### config.mk
export PLATFORM = sky130hd
export DESIGN_NAME = spi_slave_flat
export DESIGN_NICKNAME = d
export VERILOG_FILES = /design/src/rtl/spi_slave_pkg.sv /design/src/rtl/spi_slave_if.sv /design/src/rtl/spi_slave_tx_serializer.sv /design/src/rtl/spi_slave.sv /design/src/flat_wrapper.sv
export SDC_FILE = /design/constraint.sdc
export NUM_CORES = 1
export LEC_CHECK = 0
export ABC_AREA = 0
export CAP_MARGIN = 20
export CORE_ASPECT_RATIO = 1.5
export CORE_UTILIZATION = 40
export DETAILED_ROUTE_END_ITERATION = 12
export GPL_ROUTABILITY_DRIVEN = 0
export MAX_ROUTING_LAYER = met4
export PLACE_DENSITY = 0.62
export SETUP_SLACK_MARGIN = 0.15
export SKIP_CTS_REPAIR_TIMING = 1
export SYNTH_ARGS = -nofsm -noshare
export SYNTH_HDL_FRONTEND = slang
export SYNTH_SLANG_ARGS = --single-unit
### constraint.sdc
create_clock -name clk -period 4 [get_ports clk]
set_input_delay 0.6 -clock clk [delete_from_list [all_inputs] [get_ports clk]]
set_output_delay 0.6 -clock clk [all_outputs]
set_load 0.02 [all_outputs]
### src/rtl/spi_slave_pkg.sv
// ============================================================================
//  spi_pkg : shared types and constants for the SPI slave
//  Frame is 10 bits: [9:8] command, [7:0] address/data.
//  Revision: 1.0 - initial release
// ============================================================================
`default_nettype none

package spi_pkg;

    localparam int FRAME_W = 10;
    localparam int DATA_W  = 8;

    localparam logic [3:0] BIT_CNT_MAX = 4'd10;

    localparam logic [1:0] CMD_WR_ADDR = 2'b00;
    localparam logic [1:0] CMD_WR_DATA = 2'b01;
    localparam logic [1:0] CMD_RD_ADDR = 2'b10;
    localparam logic [1:0] CMD_RD_DATA = 2'b11;

    typedef enum logic [2:0] {
        IDLE      = 3'd0,
        CHK_CMD   = 3'd1,
        WRITE     = 3'd2,
        READ_ADD  = 3'd3,
        READ_DATA = 3'd4
    } spi_state_t;

    // Only the command MSB and the read-address history pick the frame state.
    function automatic spi_state_t cmd_state(input logic cmd_msb, input logic rd_addr_done);
        if (!cmd_msb)
            return WRITE;
        else if (rd_addr_done)
            return READ_DATA;
        else
            return READ_ADD;
    endfunction

endpackage

`default_nettype wire

### src/rtl/spi_slave_if.sv
// ============================================================================
//  spi_slave_if : SPI pins plus the receive/transmit side-band of the slave
//  Optional err signal exists only when SPI_SLAVE_ERR_EN is defined.
//  Revision: 1.0 - initial release
// ============================================================================
`default_nettype none

interface spi_slave_if;
    import spi_pkg::*;

    logic               SS_n;
    logic               MOSI;
    logic               MISO;
    logic [FRAME_W-1:0] rx_data;
    logic               rx_valid;
    logic [DATA_W-1:0]  tx_data;
    logic               tx_valid;
`ifdef SPI_SLAVE_ERR_EN
    logic               err;
`endif

    modport slave (
        input  SS_n, MOSI, tx_data, tx_valid,
`ifdef SPI_SLAVE_ERR_EN
        output err,
`endif
        output MISO, rx_data, rx_valid
    );

    modport master (
        output SS_n, MOSI, tx_data, tx_valid,
`ifdef SPI_SLAVE_ERR_EN
        input  err,
`endif
        input  MISO, rx_data, rx_valid
    );

endinterface

`default_nettype wire

### src/rtl/spi_slave_tx_serializer.sv
// ============================================================================
//  spi_tx_serializer : loads one read-data byte and shifts it out on MISO,
//  MSB first, one bit per clock; MISO returns to MISO_IDLE afterwards.
//  Revision: 1.0 - initial release
// ============================================================================
`default_nettype none

module spi_tx_serializer #(
    parameter logic MISO_IDLE = 1'b0,
    parameter int   DATA_W    = 8
) (
    input  wire logic              clk,
    input  wire logic              rst_n,
    input  wire logic              clear,
    input  wire logic              load,
    input  wire logic [DATA_W-1:0] data,
    output logic                   miso,
    output logic                   busy
);

    // Holds the bits still to be sent after the one currently on MISO.
    logic [DATA_W-2:0] shreg;
    logic [3:0]        remaining;

    assign busy = (remaining != 4'd0);

    always_ff @(posedge clk) begin
        if (!rst_n || clear) begin
            shreg     <= '0;
            remaining <= 4'd0;
            miso      <= MISO_IDLE;
        end else if (load && !busy) begin
            shreg     <= data[DATA_W-2:0];
            remaining <= 4'(DATA_W);
            miso      <= data[DATA_W-1];
        end else if (busy) begin
            if (remaining > 4'd1) begin
                miso  <= shreg[DATA_W-2];
                shreg <= {shreg[DATA_W-3:0], 1'b0};
            end else begin
                miso  <= MISO_IDLE;
            end
            remaining <= remaining - 4'd1;
        end
    end

endmodule

`default_nettype wire

### src/rtl/spi_slave.sv
// ============================================================================
//  spi_slave : 10-bit frame SPI slave with write, read-address and read-data
//  transactions. Optional macro SPI_SLAVE_ERR_EN adds an abort error flag.
//  Revision: 1.0 - initial release
// ============================================================================
`default_nettype none

module spi_slave
    import spi_pkg::*;
#(
    parameter logic MISO_IDLE = 1'b0
) (
    input  wire logic clk,
    input  wire logic rst_n,
    spi_slave_if.slave bus
);

    spi_state_t         state;
    logic [3:0]         bit_cnt;
    logic [FRAME_W-2:0] shreg;
    logic [FRAME_W-1:0] rx_data;
    logic               rx_valid;
    logic               rd_addr_done;
    logic               tx_started;
    logic               tx_load;
    logic               tx_busy;
    logic               abort;
    logic               miso;
`ifdef SPI_SLAVE_ERR_EN
    logic               err;
`endif

    assign abort   = (state != IDLE) && bus.SS_n;
    // Read data is accepted once per READ_DATA frame, only after the frame is in.
    assign tx_load = (state == READ_DATA) && (bit_cnt == BIT_CNT_MAX) &&
                     !tx_started && bus.tx_valid && !bus.SS_n;

    always_ff @(posedge clk) begin
        if (!rst_n) begin
            state        <= IDLE;
            bit_cnt      <= 4'd0;
            shreg        <= '0;
            rx_data      <= '0;
            rx_valid     <= 1'b0;
            rd_addr_done <= 1'b0;
            tx_started   <= 1'b0;
`ifdef SPI_SLAVE_ERR_EN
            err          <= 1'b0;
`endif
        end else begin
            rx_valid <= 1'b0;
            if (abort) begin
                state      <= IDLE;
                bit_cnt    <= 4'd0;
                tx_started <= 1'b0;
`ifdef SPI_SLAVE_ERR_EN
                err        <= ((bit_cnt != 4'd0) && (bit_cnt < BIT_CNT_MAX)) || tx_busy;
`endif
            end else begin
                case (state)
                    IDLE: begin
                        if (!bus.SS_n) begin
                            state   <= CHK_CMD;
                            bit_cnt <= 4'd0;
`ifdef SPI_SLAVE_ERR_EN
                            err     <= 1'b0;
`endif
                        end
                    end
                    CHK_CMD: begin
                        shreg   <= {shreg[FRAME_W-3:0], bus.MOSI};
                        bit_cnt <= 4'd1;
                        state   <= cmd_state(bus.MOSI, rd_addr_done);
                    end
                    WRITE, READ_ADD, READ_DATA: begin
                        if (bit_cnt < BIT_CNT_MAX) begin
                            shreg   <= {shreg[FRAME_W-3:0], bus.MOSI};
                            bit_cnt <= bit_cnt + 4'd1;
                            if (bit_cnt == BIT_CNT_MAX - 4'd1) begin
                                rx_data  <= {shreg, bus.MOSI};
                                rx_valid <= 1'b1;
                                if (state == READ_ADD)
                                    rd_addr_done <= 1'b1;
                                else if (state == READ_DATA)
                                    rd_addr_done <= 1'b0;
                            end
                        end else if (tx_load) begin
                            tx_started <= 1'b1;
                        end
                    end
                    default: state <= IDLE;
                endcase
            end
        end
    end

    spi_tx_serializer #(
        .MISO_IDLE (MISO_IDLE),
        .DATA_W    (DATA_W)
    ) u_tx (
        .clk   (clk),
        .rst_n (rst_n),
        .clear (abort),
        .load  (tx_load),
        .data  (bus.tx_data),
        .miso  (miso),
        .busy  (tx_busy)
    );

    assign bus.MISO     = miso;
    assign bus.rx_data  = rx_data;
    assign bus.rx_valid = rx_valid;
`ifdef SPI_SLAVE_ERR_EN
    assign bus.err      = err;
`endif

endmodule

`default_nettype wire

### src/flat_wrapper.sv
// flat-port wrapper written by rule: the top's interface ports become plain ports
module spi_slave_flat import spi_pkg::*;
#(
    parameter logic MISO_IDLE = 1'b0
)
  (clk, rst_n, bus_SS_n, bus_MOSI, bus_tx_data, bus_tx_valid, bus_MISO, bus_rx_data, bus_rx_valid);
  spi_slave_if bus_i ();
  input  wire logic clk;
  input  wire logic rst_n;
  input wire logic [$bits(bus_i.SS_n)-1:0] bus_SS_n;
  input wire logic [$bits(bus_i.MOSI)-1:0] bus_MOSI;
  input wire logic [$bits(bus_i.tx_data)-1:0] bus_tx_data;
  input wire logic [$bits(bus_i.tx_valid)-1:0] bus_tx_valid;
  output wire logic [$bits(bus_i.MISO)-1:0] bus_MISO;
  output wire logic [$bits(bus_i.rx_data)-1:0] bus_rx_data;
  output wire logic [$bits(bus_i.rx_valid)-1:0] bus_rx_valid;
  assign bus_i.SS_n = bus_SS_n;
  assign bus_i.MOSI = bus_MOSI;
  assign bus_i.tx_data = bus_tx_data;
  assign bus_i.tx_valid = bus_tx_valid;
  assign bus_MISO = bus_i.MISO;
  assign bus_rx_data = bus_i.rx_data;
  assign bus_rx_valid = bus_i.rx_valid;
  spi_slave #(.MISO_IDLE(MISO_IDLE)) u_core (.clk(clk), .rst_n(rst_n), .bus(bus_i));
endmodule
==> results of run 1 <==
==> state kept, by name, summed over array words and instances (netlist names) <==
signal / cells
u_core.bit_cnt: 4
u_core.bus.rx_data: 10
u_core.bus.rx_valid: 1
u_core.rd_addr_done: 1
u_core.shreg: 9
u_core.state: 3
u_core.tx_started: 1
u_core.u_tx.miso: 1
u_core.u_tx.remaining: 4
u_core.u_tx.shreg: 7
==> cells by family after synthesis <==
group	share of synthesized area
buffers and inverters	0.04414
muxes	0.1001
adders and majority gates	0.03294
DFF	0.4321
xor gates and xnor gates	0.004612
AOI/OAI and AO/OA	0.1607
and+or+nand+nor	0.2253
==> cell usage in the layout, fill, tap and decap left out, types with 6 or more instances in the layout <==
| cell type | count |
|---|---|
| sky130_fd_sc_hd__mux2i_1 | 19 |
| sky130_fd_sc_hd__a21oi_1 | 8 |
| sky130_fd_sc_hd__nor2_1 | 20 |
| sky130_fd_sc_hd__clkdlybuf4s50_1 | 24 |
| sky130_fd_sc_hd__o21ai_0 | 6 |
| sky130_fd_sc_hd__nor3_1 | 7 |
| sky130_fd_sc_hd__a21oi_2 | 7 |
| sky130_fd_sc_hd__or3b_2 | 7 |
| sky130_fd_sc_hd__dfxtp_1 | 41 |
| sky130_fd_sc_hd__inv_1 | 8 |
| sky130_fd_sc_hd__a22oi_1 | 7 |
| sky130_fd_sc_hd__nand2_1 | 16 |
==> path summary, 6_finish.rpt <==
| path | startpoint | end | slack (ns) | depth (start not counted) |
|---|---|---|---|---|
| worst max-delay path | bus_SS_n | u_core.u_tx.shreg[3] | 1.63 | 5 |
| worst min-delay path | u_core.shreg[8] | u_core.shreg[8] | 0.46 | 2 |
| worst max register to register | u_core.u_tx.remaining[0] | u_core.u_tx.shreg[3] | 1.81 | 6 |
| worst min register to register | u_core.shreg[8] | u_core.shreg[8] | 0.46 | 2 |
==> through the flow <==
step	setup slack [ns]	total power, mW	hold slack [ns]
after floorplan	2.186	0.6208	0.4311
after global placement	1.336	0.6782	0.4435
after detailed placement	1.310	0.6765	0.4511
after CTS	1.620	0.9358	0.4619
after global routing	1.470	0.9812	0.4766
final	1.629	0.9246	0.4612
==> power breakdown <==
part | internal (mW) | switching [mW] | total (mW)
clock | 0.121 | 0.139 | 0.260
sequential | 0.427 | 0.0255 | 0.453
combinational | 0.0984 | 0.113 | 0.212
==> worst min-delay path: stages (launching register included) <==
cell                      delay, ns
sky130_fd_sc_hd__dfxtp_1       0.32
sky130_fd_sc_hd__nand2_1       0.05
sky130_fd_sc_hd__mux2i_1       0.05
==> synth_stat cells <==
cell,number,area share
sky130_fd_sc_hd__o2111ai_1,1,0.0046
sky130_fd_sc_hd__o21ai_1,1,0.0026
sky130_fd_sc_hd__o31ai_1,3,0.012
sky130_fd_sc_hd__dfxtp_1,41,0.43
sky130_fd_sc_hd__a21oi_2,7,0.032
sky130_fd_sc_hd__mux2i_1,19,0.10
sky130_fd_sc_hd__ha_1,5,0.033
sky130_fd_sc_hd__nor3b_2,1,0.0066
sky130_fd_sc_hd__or4_1,3,0.012
sky130_fd_sc_hd__nor4_1,2,0.0066
sky130_fd_sc_hd__and2b_1,1,0.0040
sky130_fd_sc_hd__a21oi_1,8,0.021
sky130_fd_sc_hd__xnor2_1,1,0.0046
sky130_fd_sc_hd__or3_1,2,0.0066
sky130_fd_sc_hd__a21boi_0,1,0.0040
sky130_fd_sc_hd__nor2b_1,3,0.0099
sky130_fd_sc_hd__o311ai_0,1,0.0046
sky130_fd_sc_hd__o211ai_1,2,0.0079
sky130_fd_sc_hd__nor2_1,20,0.040
sky130_fd_sc_hd__buf_6,1,0.0059
sky130_fd_sc_hd__o32a_1,1,0.0053
sky130_fd_sc_hd__nor3_1,7,0.018
sky130_fd_sc_hd__and3_1,1,0.0033
sky130_fd_sc_hd__nor3b_1,3,0.012
sky130_fd_sc_hd__clkbuf_4,1,0.0040
sky130_fd_sc_hd__nand3_1,2,0.0053
sky130_fd_sc_hd__or3b_4,1,0.0059
sky130_fd_sc_hd__nand2_1,16,0.032
sky130_fd_sc_hd__or3b_2,7,0.032
sky130_fd_sc_hd__nand2b_1,1,0.0033
sky130_fd_sc_hd__nand3b_1,2,0.0079
sky130_fd_sc_hd__inv_1,8,0.016
sky130_fd_sc_hd__buf_2,4,0.011
sky130_fd_sc_hd__o21a_1,1,0.0040
sky130_fd_sc_hd__nor4_4,1,0.011
sky130_fd_sc_hd__a31oi_1,1,0.0033
sky130_fd_sc_hd__a22oi_1,7,0.028
sky130_fd_sc_hd__a211oi_1,4,0.016
sky130_fd_sc_hd__or3b_1,2,0.0092
sky130_fd_sc_hd__clkbuf_1,4,0.0079
sky130_fd_sc_hd__o21ai_0,6,0.016
==> final cells by class <==
class                           count  area, µm²
Sequential cell                    41      820.8
Tap cell                           64      80.08
Clock inverter                      2      10.01
Fill cell                         449       2271
Multi-Input combinational cell    144      994.7
Timing Repair Buffer               27      262.8
Inverter                            8      30.03
Clock buffer                        6      72.57
==> metal layers <==
layer	up-vias	share of wire	wire, µm
met5	-	0	0
met4	0	0.018	63
met3	5	0.034	123
met2	33	0.50	1780
met1	684	0.45	1608
li1	774	-	-
==> flow_summary.html, run 1 <==
<table>
<tr><th>Metric</th><th>Value</th></tr>
<tr><th colspan="2">Routing</th></tr>
<tr><td>DR vias</td><td>1496</td></tr>
<tr><td>Number of DRC violations after detailed routing</td><td>0</td></tr>
<tr><td>Average via count per standard cell</td><td>5.123</td></tr>
<tr><td>Drt pass-1 iters</td><td>4</td></tr>
<tr><td>Average detailed-routed wire length per instance</td><td>12.24 µm</td></tr>
<tr><td>Total length of routed wires</td><td>3.575 mm</td></tr>
<tr><td>Number of nets with antenna violations after detailed routing</td><td>0</td></tr>
<tr><td>Violation count after the first detailed-route iteration</td><td>67</td></tr>
<tr><th colspan="2">Worst hold path</th></tr>
<tr><td>Worst hold path type</td><td>register to register</td></tr>
<tr><th colspan="2">Placed design</th></tr>
<tr><td>HPWL Detailed</td><td>2.509 mm</td></tr>
<tr><td>Area after detailed placement</td><td>~2200 µm²</td></tr>
<tr><td>Count of buffers from port buffering</td><td>24</td></tr>
<tr><td>Placed Instances</td><td>283</td></tr>
<tr><th colspan="2">STA</th></tr>
<tr><td>Highest Clock Rate</td><td>0.4217 GHz</td></tr>
<tr><td>Rel. slew slack</td><td>0.4696</td></tr>
<tr><td>Actual slew at the worst max-slew pin</td><td>a little under 0.8 ns</td></tr>
<tr><td>Setup Viol. Count Final</td><td>0</td></tr>
<tr><td>Number of max-slew violations in the final report</td><td>0</td></tr>
<tr><td>Time the final worst path needs with I/O delays and setup</td><td>~2.4 ns</td></tr>
<tr><td>RSZ-0062 raised after global routing</td><td>false</td></tr>
<tr><td>Maximum clock skew at final layout</td><td>0.004802 ns</td></tr>
<tr><td>Hold Violations, Final</td><td>0</td></tr>
<tr><td>Final clock period utilization by the worst path</td><td>0.5928</td></tr>
<tr><td>Final-layout setup total negative slack</td><td>0 ns</td></tr>
<tr><th colspan="2">Global route</th></tr>
<tr><td>Maximum number of pins on one net before global-route repair</td><td>19</td></tr>
<tr><td>Most Crowded Layer GR</td><td>met2</td></tr>
<tr><td>Initial antenna violation count</td><td>0</td></tr>
<tr><td>Met1 track utilization from global routing</td><td>0.1622</td></tr>
<tr><td>Overall global routing resource usage</td><td>0.1546</td></tr>
<tr><td>First-pass GRT wire length</td><td>5.940 mm</td></tr>
<tr><td>Global routing usage on met2</td><td>0.2800</td></tr>
<tr><td>Met3 Track Usage GR</td><td>0.03284</td></tr>
<tr><td>Remaining global-route overflow</td><td>0</td></tr>
<tr><td>Vias in the first global route</td><td>1402</td></tr>
<tr><th colspan="2">Critical path</th></tr>
<tr><td>Crit end category</td><td>register</td></tr>
<tr><td>Worst path top cell family by delay</td><td>simple AND/OR/NAND/NOR gates</td></tr>
<tr><td>Required @ worst endpoint</td><td>4.15 ns</td></tr>
<tr><td>Startpoint type of the worst setup path</td><td>input pin</td></tr>
<tr><td>Maximum fanout encountered on the critical timing path</td><td>16</td></tr>
<tr><td>Crit path largest cell delay</td><td>0.61 ns</td></tr>
<tr><td>Worst endpoint data arrival time</td><td>2.52 ns</td></tr>
<tr><td>Slowest cell on the critical path</td><td>sky130_fd_sc_hd__nor4_4</td></tr>
<tr><td>Total buffers and inverters traversed by the critical path</td><td>1</td></tr>
<tr><td>Ordered cell list for the critical path</td><td>clkdlybuf4s50_1 -&gt; or3b_1 -&gt; nor4_4 -&gt; or3b_2 -&gt; a21oi_2</td></tr>
<tr><td>Classification of the worst setup path</td><td>input pin to register</td></tr>
<tr><th colspan="2">Floorplanning</th></tr>
<tr><td>Std cell rows</td><td>30</td></tr>
<tr><td>Vertical die dimension</td><td>between 80 and 90 µm</td></tr>
<tr><td>Horizontal die dimension</td><td>58.27 µm</td></tr>
<tr><td>Count of boundary I/O pins</td><td>25</td></tr>
<tr><td>Core area</td><td>4542 µm²</td></tr>
<tr><td>Initial core utilization</td><td>0.4182</td></tr>
<tr><td>Die area</td><td>5034 µm²</td></tr>
<tr><th colspan="2">CTS</th></tr>
<tr><td>Total clock sinks</td><td>between 40 and 50</td></tr>
<tr><td>Total number of H-tree levels</td><td>2</td></tr>
<tr><td>TritonCTS buffer count</td><td>5</td></tr>
<tr><td>Clock latency on the worst-skew pair</td><td>0.29 ns</td></tr>
<tr><td>Maximum root-to-sink buffer count</td><td>2</td></tr>
<tr><td>Clock root buffer</td><td>sky130_fd_sc_hd__clkbuf_8</td></tr>
<tr><td>Clock Pin Slew Worst Setup and Hold Paths</td><td>0.07 ns</td></tr>
<tr><td>Clock tree from TritonCTS</td><td>built</td></tr>
<tr><th colspan="2">Cells and area</th></tr>
<tr><td>Number of nets in the layout</td><td>245</td></tr>
<tr><td>Post-route non-filler standard cell count</td><td>a little under 300</td></tr>
<tr><td>Share of final-layout standard cells stronger than drive strength 1</td><td>0.1184</td></tr>
<tr><td>Summed area of non-filler cells in the final layout</td><td>2271 µm²</td></tr>
<tr><td>Final core occ</td><td>0.5000</td></tr>
<tr><td>Diode insertion count for antenna repair</td><td>0</td></tr>
<tr><td>Area Growth Syn to Fin</td><td>19.57%</td></tr>
<tr><th colspan="2">Logic synthesis</th></tr>
<tr><td>Share of the yosys chip area belonging to registers</td><td>0.4321</td></tr>
<tr><td>Synthesized flop and latch total</td><td>41</td></tr>
<tr><td>Number of instances in the synthesized netlist</td><td>203</td></tr>
<tr><td>Yosys warnings</td><td>0</td></tr>
<tr><td>Number of distinct library cells after synthesis</td><td>41</td></tr>
<tr><td>Syn Area/Cell</td><td>9.356 µm²</td></tr>
<tr><td>Syn_nets</td><td>221</td></tr>
<tr><td>Synth Cell Area</td><td>1899 µm²</td></tr>
<tr><th colspan="2">Pwr</th></tr>
<tr><td>Leakage power</td><td>0.8368 nW</td></tr>
<tr><td>PwrDens</td><td>407.1 nW/µm²</td></tr>
<tr><td>IR drop worst, VDD</td><td>0.2454 mV</td></tr>
<tr><th colspan="2">Status</th></tr>
<tr><td>Run status</td><td>finished, final reports clean</td></tr>
<tr><th colspan="2">Job</th></tr>
<tr><td>Max Cap Viol</td><td>0</td></tr>
</table>
Power figures use the tool's default switching activity.
==> run 2, diff against run 1 <==
==> constraint.sdc (replaced) <==
create_clock -name clk -period 2.3 [get_ports clk]
set_input_delay 0.345 -clock clk [delete_from_list [all_inputs] [get_ports clk]]
set_output_delay 0.345 -clock clk [all_outputs]
set_load 0.02 [all_outputs]
==> flow_summary.html, run 2 (synthesis gave the netlist of run 1 again) <==
<table>
<tr><th>Metric</th><th>Value</th></tr>
<tr><th colspan="2">Routing</th></tr>
<tr><td>Drt pass-1 iters</td><td>4 (unchanged)</td></tr>
<tr><td>Average detailed-routed wire length per instance</td><td>12.51 µm (+2.2%)</td></tr>
<tr><td>Total length of routed wires</td><td>3.728 mm (+4.3%)</td></tr>
<tr><td>M1 WL</td><td>1.680 mm (+4.5%)</td></tr>
<tr><td>DR vias</td><td>1529 (+2.2%)</td></tr>
<tr><td>Average via count per standard cell</td><td>5.131 (+0.15%)</td></tr>
<tr><td>Sum of met2 wire segment lengths after detailed routing</td><td>1.866 mm (+4.8%)</td></tr>
<tr><td>Violation count after the first detailed-route iteration</td><td>59 (-12%)</td></tr>
<tr><td>Met3 Wirelength</td><td>111 µm (-9.8%)</td></tr>
<tr><td>Number of nets with antenna violations after detailed routing</td><td>0 (unchanged)</td></tr>
<tr><td>Highest metal used</td><td>met4</td></tr>
<tr><td>Number of DRC violations after detailed routing</td><td>0 (unchanged)</td></tr>
<tr><th colspan="2">Cells and area</th></tr>
<tr><td>Most frequent cells in the layout</td><td>sky130_fd_sc_hd__dfxtp_1, sky130_fd_sc_hd__clkdlybuf4s50_1, sky130_fd_sc_hd__nor2_1, sky130_fd_sc_hd__mux2i_1, sky130_fd_sc_hd__nand2_1</td></tr>
<tr><td>Register bank with the most flops</td><td>u_core.bus.rx_data</td></tr>
<tr><td>Diode insertion count for antenna repair</td><td>0 (unchanged)</td></tr>
<tr><td>Leading cell type in the layout, fill and taps excluded</td><td>sky130_fd_sc_hd__dfxtp_1</td></tr>
<tr><td>Final-layout fill cell count</td><td>444 (-1.1%)</td></tr>
<tr><td>Area Growth Syn to Fin</td><td>23.72%</td></tr>
<tr><td>Share of final-layout standard cells stronger than drive strength 1</td><td>0.1410 (+0.02260)</td></tr>
<tr><td>Multi-input gate area in the final layout</td><td>994.7 µm² (unchanged)</td></tr>
<tr><td>Max reg flops</td><td>10 (unchanged)</td></tr>
<tr><td>Footprint of the flip-flops and latches</td><td>820.8 µm² (unchanged)</td></tr>
<tr><td>Number of nets in the layout</td><td>251 (+2.4%)</td></tr>
<tr><td>Post-route non-filler standard cell count</td><td>298 (+2.1%)</td></tr>
<tr><td>Largest registers ranked by flip-flop count</td><td>u_core.bus.rx_data x10, u_core.shreg x9, u_core.u_tx.shreg x7</td></tr>
<tr><th colspan="2">STA</th></tr>
<tr><td>Actual slew at the worst max-slew pin</td><td>0.5847 ns (-0.2091 ns)</td></tr>
<tr><td>Final clock period utilization by the worst path</td><td>0.8244</td></tr>
<tr><td>Hold Violations, Final</td><td>0 (unchanged)</td></tr>
<tr><td>Highest Clock Rate</td><td>0.5274 GHz</td></tr>
<tr><td>Final-layout setup total negative slack</td><td>0 ns (unchanged)</td></tr>
<tr><td>RSZ-0062 raised after global routing</td><td>false</td></tr>
<tr><td>Number of max-slew violations in the final report</td><td>0 (unchanged)</td></tr>
<tr><td>Maximum clock skew at final layout</td><td>0.001937 ns (-0.002865 ns)</td></tr>
<tr><td>Setup Viol. Count Final</td><td>0 (unchanged)</td></tr>
<tr><td>Time the final worst path needs with I/O delays and setup</td><td>approximately 1.9 ns</td></tr>
<tr><td>Worst Hold Margin</td><td>0.4691 ns (+0.007902 ns)</td></tr>
<tr><td>Rel. slew slack</td><td>0.6094 (+0.1398)</td></tr>
<tr><th colspan="2">Critical path</th></tr>
<tr><td>Required @ worst endpoint</td><td>2.53 ns (-1.62 ns)</td></tr>
<tr><td>First element of the critical path</td><td>u_core.u_tx.remaining[0]</td></tr>
<tr><td>Last element of the critical path</td><td>u_core.u_tx.shreg[5]</td></tr>
<tr><td>Startpoint type of the worst setup path</td><td>register</td></tr>
<tr><td>Maximum fanout encountered on the critical timing path</td><td>16 (unchanged)</td></tr>
<tr><td>Classification of the worst setup path</td><td>register to register</td></tr>
<tr><td>Crit end category</td><td>register</td></tr>
<tr><td>Startpoint of the lowest-slack register-to-register path</td><td>u_core.u_tx.remaining[0]</td></tr>
<tr><td>Reg-to-Reg End</td><td>u_core.u_tx.shreg[5]</td></tr>
<tr><td>Slack of the worst reg-to-reg path</td><td>0.40 ns (-1.41 ns)</td></tr>
<tr><td>Cells on worst reg2reg path</td><td>7 (+1)</td></tr>
<tr><td>Worst endpoint data arrival time</td><td>2.13 ns (-0.39 ns)</td></tr>
<tr><th colspan="2">CTS</th></tr>
<tr><td>Total number of H-tree levels</td><td>2 (unchanged)</td></tr>
<tr><td>Maximum root-to-sink buffer count</td><td>2 (unchanged)</td></tr>
<tr><td>Total clock sinks</td><td>41 (unchanged)</td></tr>
<tr><td>Clock Pin Slew Worst Setup and Hold Paths</td><td>0.08 ns (about the same)</td></tr>
<tr><td>Clock latency on the worst-skew pair</td><td>0.29 ns (about the same)</td></tr>
<tr><td>Clock tree from TritonCTS</td><td>built</td></tr>
<tr><td>Clock root buffer</td><td>sky130_fd_sc_hd__clkbuf_8</td></tr>
<tr><td>TritonCTS buffer count</td><td>5 (unchanged)</td></tr>
<tr><th colspan="2">Floorplanning</th></tr>
<tr><td>Horizontal die dimension</td><td>58.27 µm (unchanged)</td></tr>
<tr><td>Initial core utilization</td><td>0.4182 (unchanged)</td></tr>
<tr><td>Core area</td><td>4542 µm² (unchanged)</td></tr>
<tr><td>Die area</td><td>5034 µm² (unchanged)</td></tr>
<tr><td>Count of boundary I/O pins</td><td>25 (unchanged)</td></tr>
<tr><td>Vertical die dimension</td><td>86.40 µm (unchanged)</td></tr>
<tr><td>Std cell rows</td><td>30 (unchanged)</td></tr>
<tr><th colspan="2">Pwr</th></tr>
<tr><td>Leakage power</td><td>0.8808 nW (+5.3%)</td></tr>
<tr><td>IR drop worst, VDD</td><td>0.3980 mV (+62%)</td></tr>
<tr><td>PwrDens</td><td>751.8 nW/µm² (+85%)</td></tr>
<tr><th colspan="2">Job</th></tr>
<tr><td>Max Cap Viol</td><td>0 (unchanged)</td></tr>
<tr><th colspan="2">Global route</th></tr>
<tr><td>First-pass GRT wire length</td><td>6.451 mm (+8.6%)</td></tr>
<tr><td>Overall global routing resource usage</td><td>0.1696 (+0.01492)</td></tr>
<tr><td>Vias in the first global route</td><td>1480 (+5.6%)</td></tr>
<tr><td>Initial antenna violation count</td><td>0 (unchanged)</td></tr>
<tr><td>Maximum number of pins on one net before global-route repair</td><td>17 (-2)</td></tr>
<tr><td>Remaining global-route overflow</td><td>0 (unchanged)</td></tr>
<tr><th colspan="2">Placed design</th></tr>
<tr><td>Count of buffers from port buffering</td><td>24 (unchanged)</td></tr>
<tr><td>Placed Instances</td><td>290 (+2.5%)</td></tr>
<tr><td>HPWL Detailed</td><td>2.650 mm (+5.6%)</td></tr>
<tr><th colspan="2">Worst hold path</th></tr>
<tr><td>HP Start</td><td>u_core.shreg[8]</td></tr>
<tr><td>Worst hold path type</td><td>register to register</td></tr>
<tr><th colspan="2">Status</th></tr>
<tr><td>Run status</td><td>finished, final reports clean</td></tr>
</table>
-- run 2: cell count changes in the layout (fill, tap and decap cells not counted), sizes merged --
cell / delta
clkinv: -2
bufinv: +1
clkbuf: +1
buf: +6
-- run 2: cell type report --
class	count	share of cell area
Multi-Input combinational cell	144	0.4233
Sequential cell	41	0.3493
Timing Repair Buffer	33	0.1310
Clock buffer	7	0.03674
Tap cell	64	0.03408
Clock inverter	1	0.01278
Inverter	8	0.01278
-- run 2: per-layer routing --
| metal | track usage | up-vias |
|---|---|---|
| li1 | - | 789 |
| met3 | 0.04030 | 6 |
| met5 | - | - |
| met4 | 0.06494 | 0 |
| met2 | 0.2968 | 23 |
| met1 | 0.1819 | 711 |
-- run 2: worst min path at each step --
stage	endpoint	slack, ns	cells past startpoint
floorplan	u_core.tx_started	0.43	2
global placement	u_core.tx_started	0.45	2
detailed placement	u_core.tx_started	0.46	2
CTS	u_core.tx_started	0.47	2
global route	u_core.shreg[8]	0.50	2
finish	u_core.shreg[8]	0.47	2
-- run 2: report_power, final --
group          total [mW]  internal [mW]  leakage [nW]  switching [mW]
Sequential          0.784          0.743         0.332          0.0415
Clock               0.604          0.354        0.0585           0.250
Combinational       0.378          0.177         0.491           0.202
-- run 2: worst max-delay path, stage by stage, from the launching register on --
cell and delay [ns]:
sky130_fd_sc_hd__dfxtp_1 0.38, sky130_fd_sc_hd__inv_1 0.09, sky130_fd_sc_hd__ha_1 0.25, sky130_fd_sc_hd__or3b_4 0.27
sky130_fd_sc_hd__nor4_4 0.04, sky130_fd_sc_hd__buf_4 0.18, sky130_fd_sc_hd__or3b_2 0.48, sky130_fd_sc_hd__a21oi_2 0.14
-- run 2: per-stage QoR --
step | setup slack [ns] | area [µm²] | util | power [mW]
floorplan | 0.4957 | 1899 | - | 1.080
global placement | 0.2803 | 2233 | 0.4917 | 1.181
detailed placement | 0.2460 | 2233 | 0.4917 | 1.185
CTS | 0.3793 | 2350 | 0.5174 | 1.785
global route | 0.2614 | 2350 | 0.5174 | 1.861
finish | 0.4039 | 2350 | 0.5174 | 1.767
==> run 3, diff against run 2 <==
--- a/config.mk
+++ b/config.mk
@@ -12,7 +12,7 @@
 export DETAILED_ROUTE_END_ITERATION = 12
 export GPL_ROUTABILITY_DRIVEN = 0
 export MAX_ROUTING_LAYER = met4
-export PLACE_DENSITY = 0.62
+export PLACE_DENSITY = 0.64
 export SETUP_SLACK_MARGIN = 0.15
 export SKIP_CTS_REPAIR_TIMING = 1
 export SYNTH_ARGS = -nofsm -noshare
==> constraint.sdc (replaced) <==
create_clock -name clk -period 1.7 [get_ports clk]
set_input_delay 0.255 -clock clk [delete_from_list [all_inputs] [get_ports clk]]
set_output_delay 0.255 -clock clk [all_outputs]
set_load 0.02 [all_outputs]
==> flow_summary.html, run 3 (synthesis gave the netlist of run 1 again) <==
<table>
<tr><th>Metric</th><th>Value</th></tr>
<tr><th colspan="2">Cells and area</th></tr>
<tr><td>Max reg flops</td><td>10 (unchanged)</td></tr>
<tr><td>Leading cell type in the layout, fill and taps excluded</td><td>sky130_fd_sc_hd__dfxtp_1</td></tr>
<tr><td>Largest registers ranked by flip-flop count</td><td>u_core.bus.rx_data x10, u_core.shreg x9, u_core.u_tx.shreg x7</td></tr>
<tr><td>Register bank with the most flops</td><td>u_core.bus.rx_data</td></tr>
<tr><td>Most frequent cells in the layout</td><td>sky130_fd_sc_hd__dfxtp_1, sky130_fd_sc_hd__buf_4, sky130_fd_sc_hd__clkdlybuf4s50_1, sky130_fd_sc_hd__nor2_1, sky130_fd_sc_hd__mux2i_1</td></tr>
<tr><td>Post-route non-filler standard cell count</td><td>328 (+10%)</td></tr>
<tr><td>Area Growth Syn to Fin</td><td>43.02%</td></tr>
<tr><td>Final core occ</td><td>0.5981 (+0.08072)</td></tr>
<tr><td>Share of final-layout standard cells stronger than drive strength 1</td><td>0.3371 (+0.1961)</td></tr>
<tr><td>Diode insertion count for antenna repair</td><td>0 (unchanged)</td></tr>
<tr><td>Number of nets in the layout</td><td>281 (+12%)</td></tr>
<tr><th colspan="2">Global route</th></tr>
<tr><td>Maximum number of pins on one net before global-route repair</td><td>16 (-1)</td></tr>
<tr><td>Initial antenna violation count</td><td>0 (unchanged)</td></tr>
<tr><td>Vias in the first global route</td><td>1485 (+0.34%)</td></tr>
<tr><td>Remaining global-route overflow</td><td>0 (unchanged)</td></tr>
<tr><td>Overall global routing resource usage</td><td>0.1685 (-0.001109)</td></tr>
<tr><td>First-pass GRT wire length</td><td>6.486 mm (+0.54%)</td></tr>
<tr><th colspan="2">Routing</th></tr>
<tr><td>Violation count after the first detailed-route iteration</td><td>64 (+8.5%)</td></tr>
<tr><td>Number of nets with antenna violations after detailed routing</td><td>0 (unchanged)</td></tr>
<tr><td>Number of DRC violations after detailed routing</td><td>0 (unchanged)</td></tr>
<tr><td>Average detailed-routed wire length per instance</td><td>13.06 µm (+4.4%)</td></tr>
<tr><td>Average via count per standard cell</td><td>5.140 (+0.18%)</td></tr>
<tr><td>Drt pass-1 iters</td><td>4 (unchanged)</td></tr>
<tr><td>Total length of routed wires</td><td>4.285 mm (+15%)</td></tr>
<tr><td>DR vias</td><td>1686 (+10%)</td></tr>
<tr><th colspan="2">Floorplanning</th></tr>
<tr><td>Core area</td><td>4542 µm² (unchanged)</td></tr>
<tr><td>Horizontal die dimension</td><td>58.27 µm (unchanged)</td></tr>
<tr><td>Vertical die dimension</td><td>86.40 µm (unchanged)</td></tr>
<tr><td>Std cell rows</td><td>30 (unchanged)</td></tr>
<tr><td>Initial core utilization</td><td>0.4182 (unchanged)</td></tr>
<tr><td>Die area</td><td>5034 µm² (unchanged)</td></tr>
<tr><td>Count of boundary I/O pins</td><td>25 (unchanged)</td></tr>
<tr><th colspan="2">STA</th></tr>
<tr><td>RSZ-0062 raised after global routing</td><td>true</td></tr>
<tr><td>Time the final worst path needs with I/O delays and setup</td><td>1.619 ns (-0.2767 ns)</td></tr>
<tr><td>Hold Violations, Final</td><td>0 (unchanged)</td></tr>
<tr><td>Worst Hold Margin</td><td>0.4652 ns (-0.003900 ns)</td></tr>
<tr><td>Final clock period utilization by the worst path</td><td>0.9526 (+0.1282)</td></tr>
<tr><td>Rel. slew slack</td><td>0.7493 (+0.1400)</td></tr>
<tr><td>Maximum clock skew at final layout</td><td>0.008043 ns (+0.006106 ns)</td></tr>
<tr><td>Highest Clock Rate</td><td>0.6175 GHz (+17%)</td></tr>
<tr><td>Setup Viol. Count Final</td><td>0 (unchanged)</td></tr>
<tr><td>Actual slew at the worst max-slew pin</td><td>0.3728 ns (-0.2119 ns)</td></tr>
<tr><td>Final-layout setup total negative slack</td><td>0 ns (unchanged)</td></tr>
<tr><td>Number of max-slew violations in the final report</td><td>0 (unchanged)</td></tr>
<tr><th colspan="2">Placed design</th></tr>
<tr><td>Count of buffers from port buffering</td><td>24 (unchanged)</td></tr>
<tr><td>HPWL Detailed</td><td>2.718 mm (+2.6%)</td></tr>
<tr><td>Placed Instances</td><td>305 (+5.2%)</td></tr>
<tr><th colspan="2">Pwr</th></tr>
<tr><td>Leakage power</td><td>1.087 nW (+23%)</td></tr>
<tr><td>PwrDens</td><td>930.6 nW/µm² (+24%)</td></tr>
<tr><td>IR drop worst, VDD</td><td>0.5873 mV (+48%)</td></tr>
<tr><td>Final Total Pwr</td><td>2.528 mW (+43%)</td></tr>
<tr><th colspan="2">Worst hold path</th></tr>
<tr><td>Worst hold path type</td><td>register to register</td></tr>
<tr><td>HP Start</td><td>u_core.shreg[8]</td></tr>
<tr><td>Sink of the worst hold path</td><td>u_core.shreg[8]</td></tr>
<tr><td>Worst hold path cell count</td><td>2 (unchanged)</td></tr>
<tr><th colspan="2">Critical path</th></tr>
<tr><td>Worst endpoint data arrival time</td><td>1.86 ns (-0.27 ns)</td></tr>
<tr><td>Crit end category</td><td>register</td></tr>
<tr><td>Slack of the worst reg-to-reg path</td><td>0.08 ns (-0.32 ns)</td></tr>
<tr><td>Slowest cell on the critical path</td><td>sky130_fd_sc_hd__or3b_2</td></tr>
<tr><td>Worst path top cell family by delay</td><td>simple AND/OR/NAND/NOR gates</td></tr>
<tr><td>Total buffers and inverters traversed by the critical path</td><td>2 (unchanged)</td></tr>
<tr><td>Required @ worst endpoint</td><td>1.94 ns (-0.59 ns)</td></tr>
<tr><td>Classification of the worst setup path</td><td>register to register</td></tr>
<tr><td>Crit path largest cell delay</td><td>0.47 ns (about the same)</td></tr>
<tr><td>Maximum fanout encountered on the critical timing path</td><td>8 (-8)</td></tr>
<tr><td>Startpoint type of the worst setup path</td><td>register</td></tr>
<tr><td>Reg-to-Reg End</td><td>u_core.u_tx.shreg[3]</td></tr>
<tr><td>Startpoint of the lowest-slack register-to-register path</td><td>u_core.u_tx.remaining[0]</td></tr>
<tr><td>Cells on worst reg2reg path</td><td>7 (unchanged)</td></tr>
<tr><td>Ordered cell list for the critical path</td><td>inv_2 -&gt; ha_4 -&gt; or3b_4 -&gt; nor4_4 -&gt; buf_6 -&gt; or3b_2 -&gt; a21oi_2</td></tr>
<tr><th colspan="2">CTS</th></tr>
<tr><td>Clock tree from TritonCTS</td><td>built</td></tr>
<tr><td>Clock root buffer</td><td>sky130_fd_sc_hd__clkbuf_8</td></tr>
<tr><td>Total clock sinks</td><td>41 (unchanged)</td></tr>
<tr><td>Clock latency on the worst-skew pair</td><td>0.30 ns (about the same)</td></tr>
<tr><td>Maximum root-to-sink buffer count</td><td>2 (unchanged)</td></tr>
<tr><td>TritonCTS buffer count</td><td>5 (unchanged)</td></tr>
<tr><td>Clock Pin Slew Worst Setup and Hold Paths</td><td>0.09 ns (about the same)</td></tr>
<tr><td>Total number of H-tree levels</td><td>2 (unchanged)</td></tr>
<tr><th colspan="2">Job</th></tr>
<tr><td>Max Cap Viol</td><td>0 (unchanged)</td></tr>
<tr><th colspan="2">Status</th></tr>
<tr><td>Run status</td><td>finished, final reports clean</td></tr>
</table>
[run 3: changes by cell type in the layout (fill, tap and decap cells not counted), sizes merged]
cell and change:
clkinv +1, buf +30, clkdlybuf4s50 -2, dlymetal6s2s +2, clkinvlp +1, clkbuf -2
[run 3: stage by stage]
stage          setup slack (ns)  instance area (µm²)
6_report                0.08063                 2716
3_5_place_dp            -0.2549                 2397
2_1_floorplan           0.08693                 1932
5_1_grt                 0.01258                 2716
3_3_place_gp            -0.2525                 2397
4_1_cts                 0.02476                 2512
[run 3: worst reg2reg max path, delay by kind of cell (launching register included)]
family	cells	cell delay, ns
DFF	1	0.34
adders and majority gates	1	0.15
AOI/OAI and AO/OA	1	0.13
and+or+nand+nor	3	0.76
buffers and inverters	2	0.19
[run 3: worst max path at each step]
stage / to / from / slack (ns) / depth (start not counted)
floorplan: u_core.u_tx.shreg[0] / u_core.state[0] / 0.09 / 6
global placement: u_core.u_tx.miso / bus_SS_n / -0.25 / 5
detailed placement: u_core.u_tx.miso / bus_SS_n / -0.25 / 5
CTS: u_core.u_tx.shreg[2] / u_core.u_tx.remaining[0] / 0.02 / 7
global route: u_core.u_tx.shreg[5] / u_core.u_tx.remaining[1] / 0.01 / 7
finish: u_core.u_tx.shreg[3] / u_core.u_tx.remaining[0] / 0.08 / 7
[run 3: metal layers]
metal  part of all wire  track usage  vias up
met1               0.42       0.1777      802
met2               0.54       0.3009       27
met4              0.016      0.06710        0
met3              0.028      0.03433        6
met5                  0            -        -
li1                   -            -      851
[run 3: area by class of cell]
type	instances	area [µm²]
inverters	8	30.03
multi-input cells	144	1074
well taps	64	80.08
fillers	418	1826
flip-flops and latches	41	833.3
clock inverters	3	46.29
clock buffers	5	68.82
repair buffers	63	584.3
[run 3: power by group]
part | switching, mW | leakage [nW] | total, mW | internal (mW)
Clock | 0.352 | 0.0543 | 0.791 | 0.439
Combinational | 0.334 | 0.698 | 0.686 | 0.352
Sequential | 0.0427 | 0.335 | 1.05 | 1.01
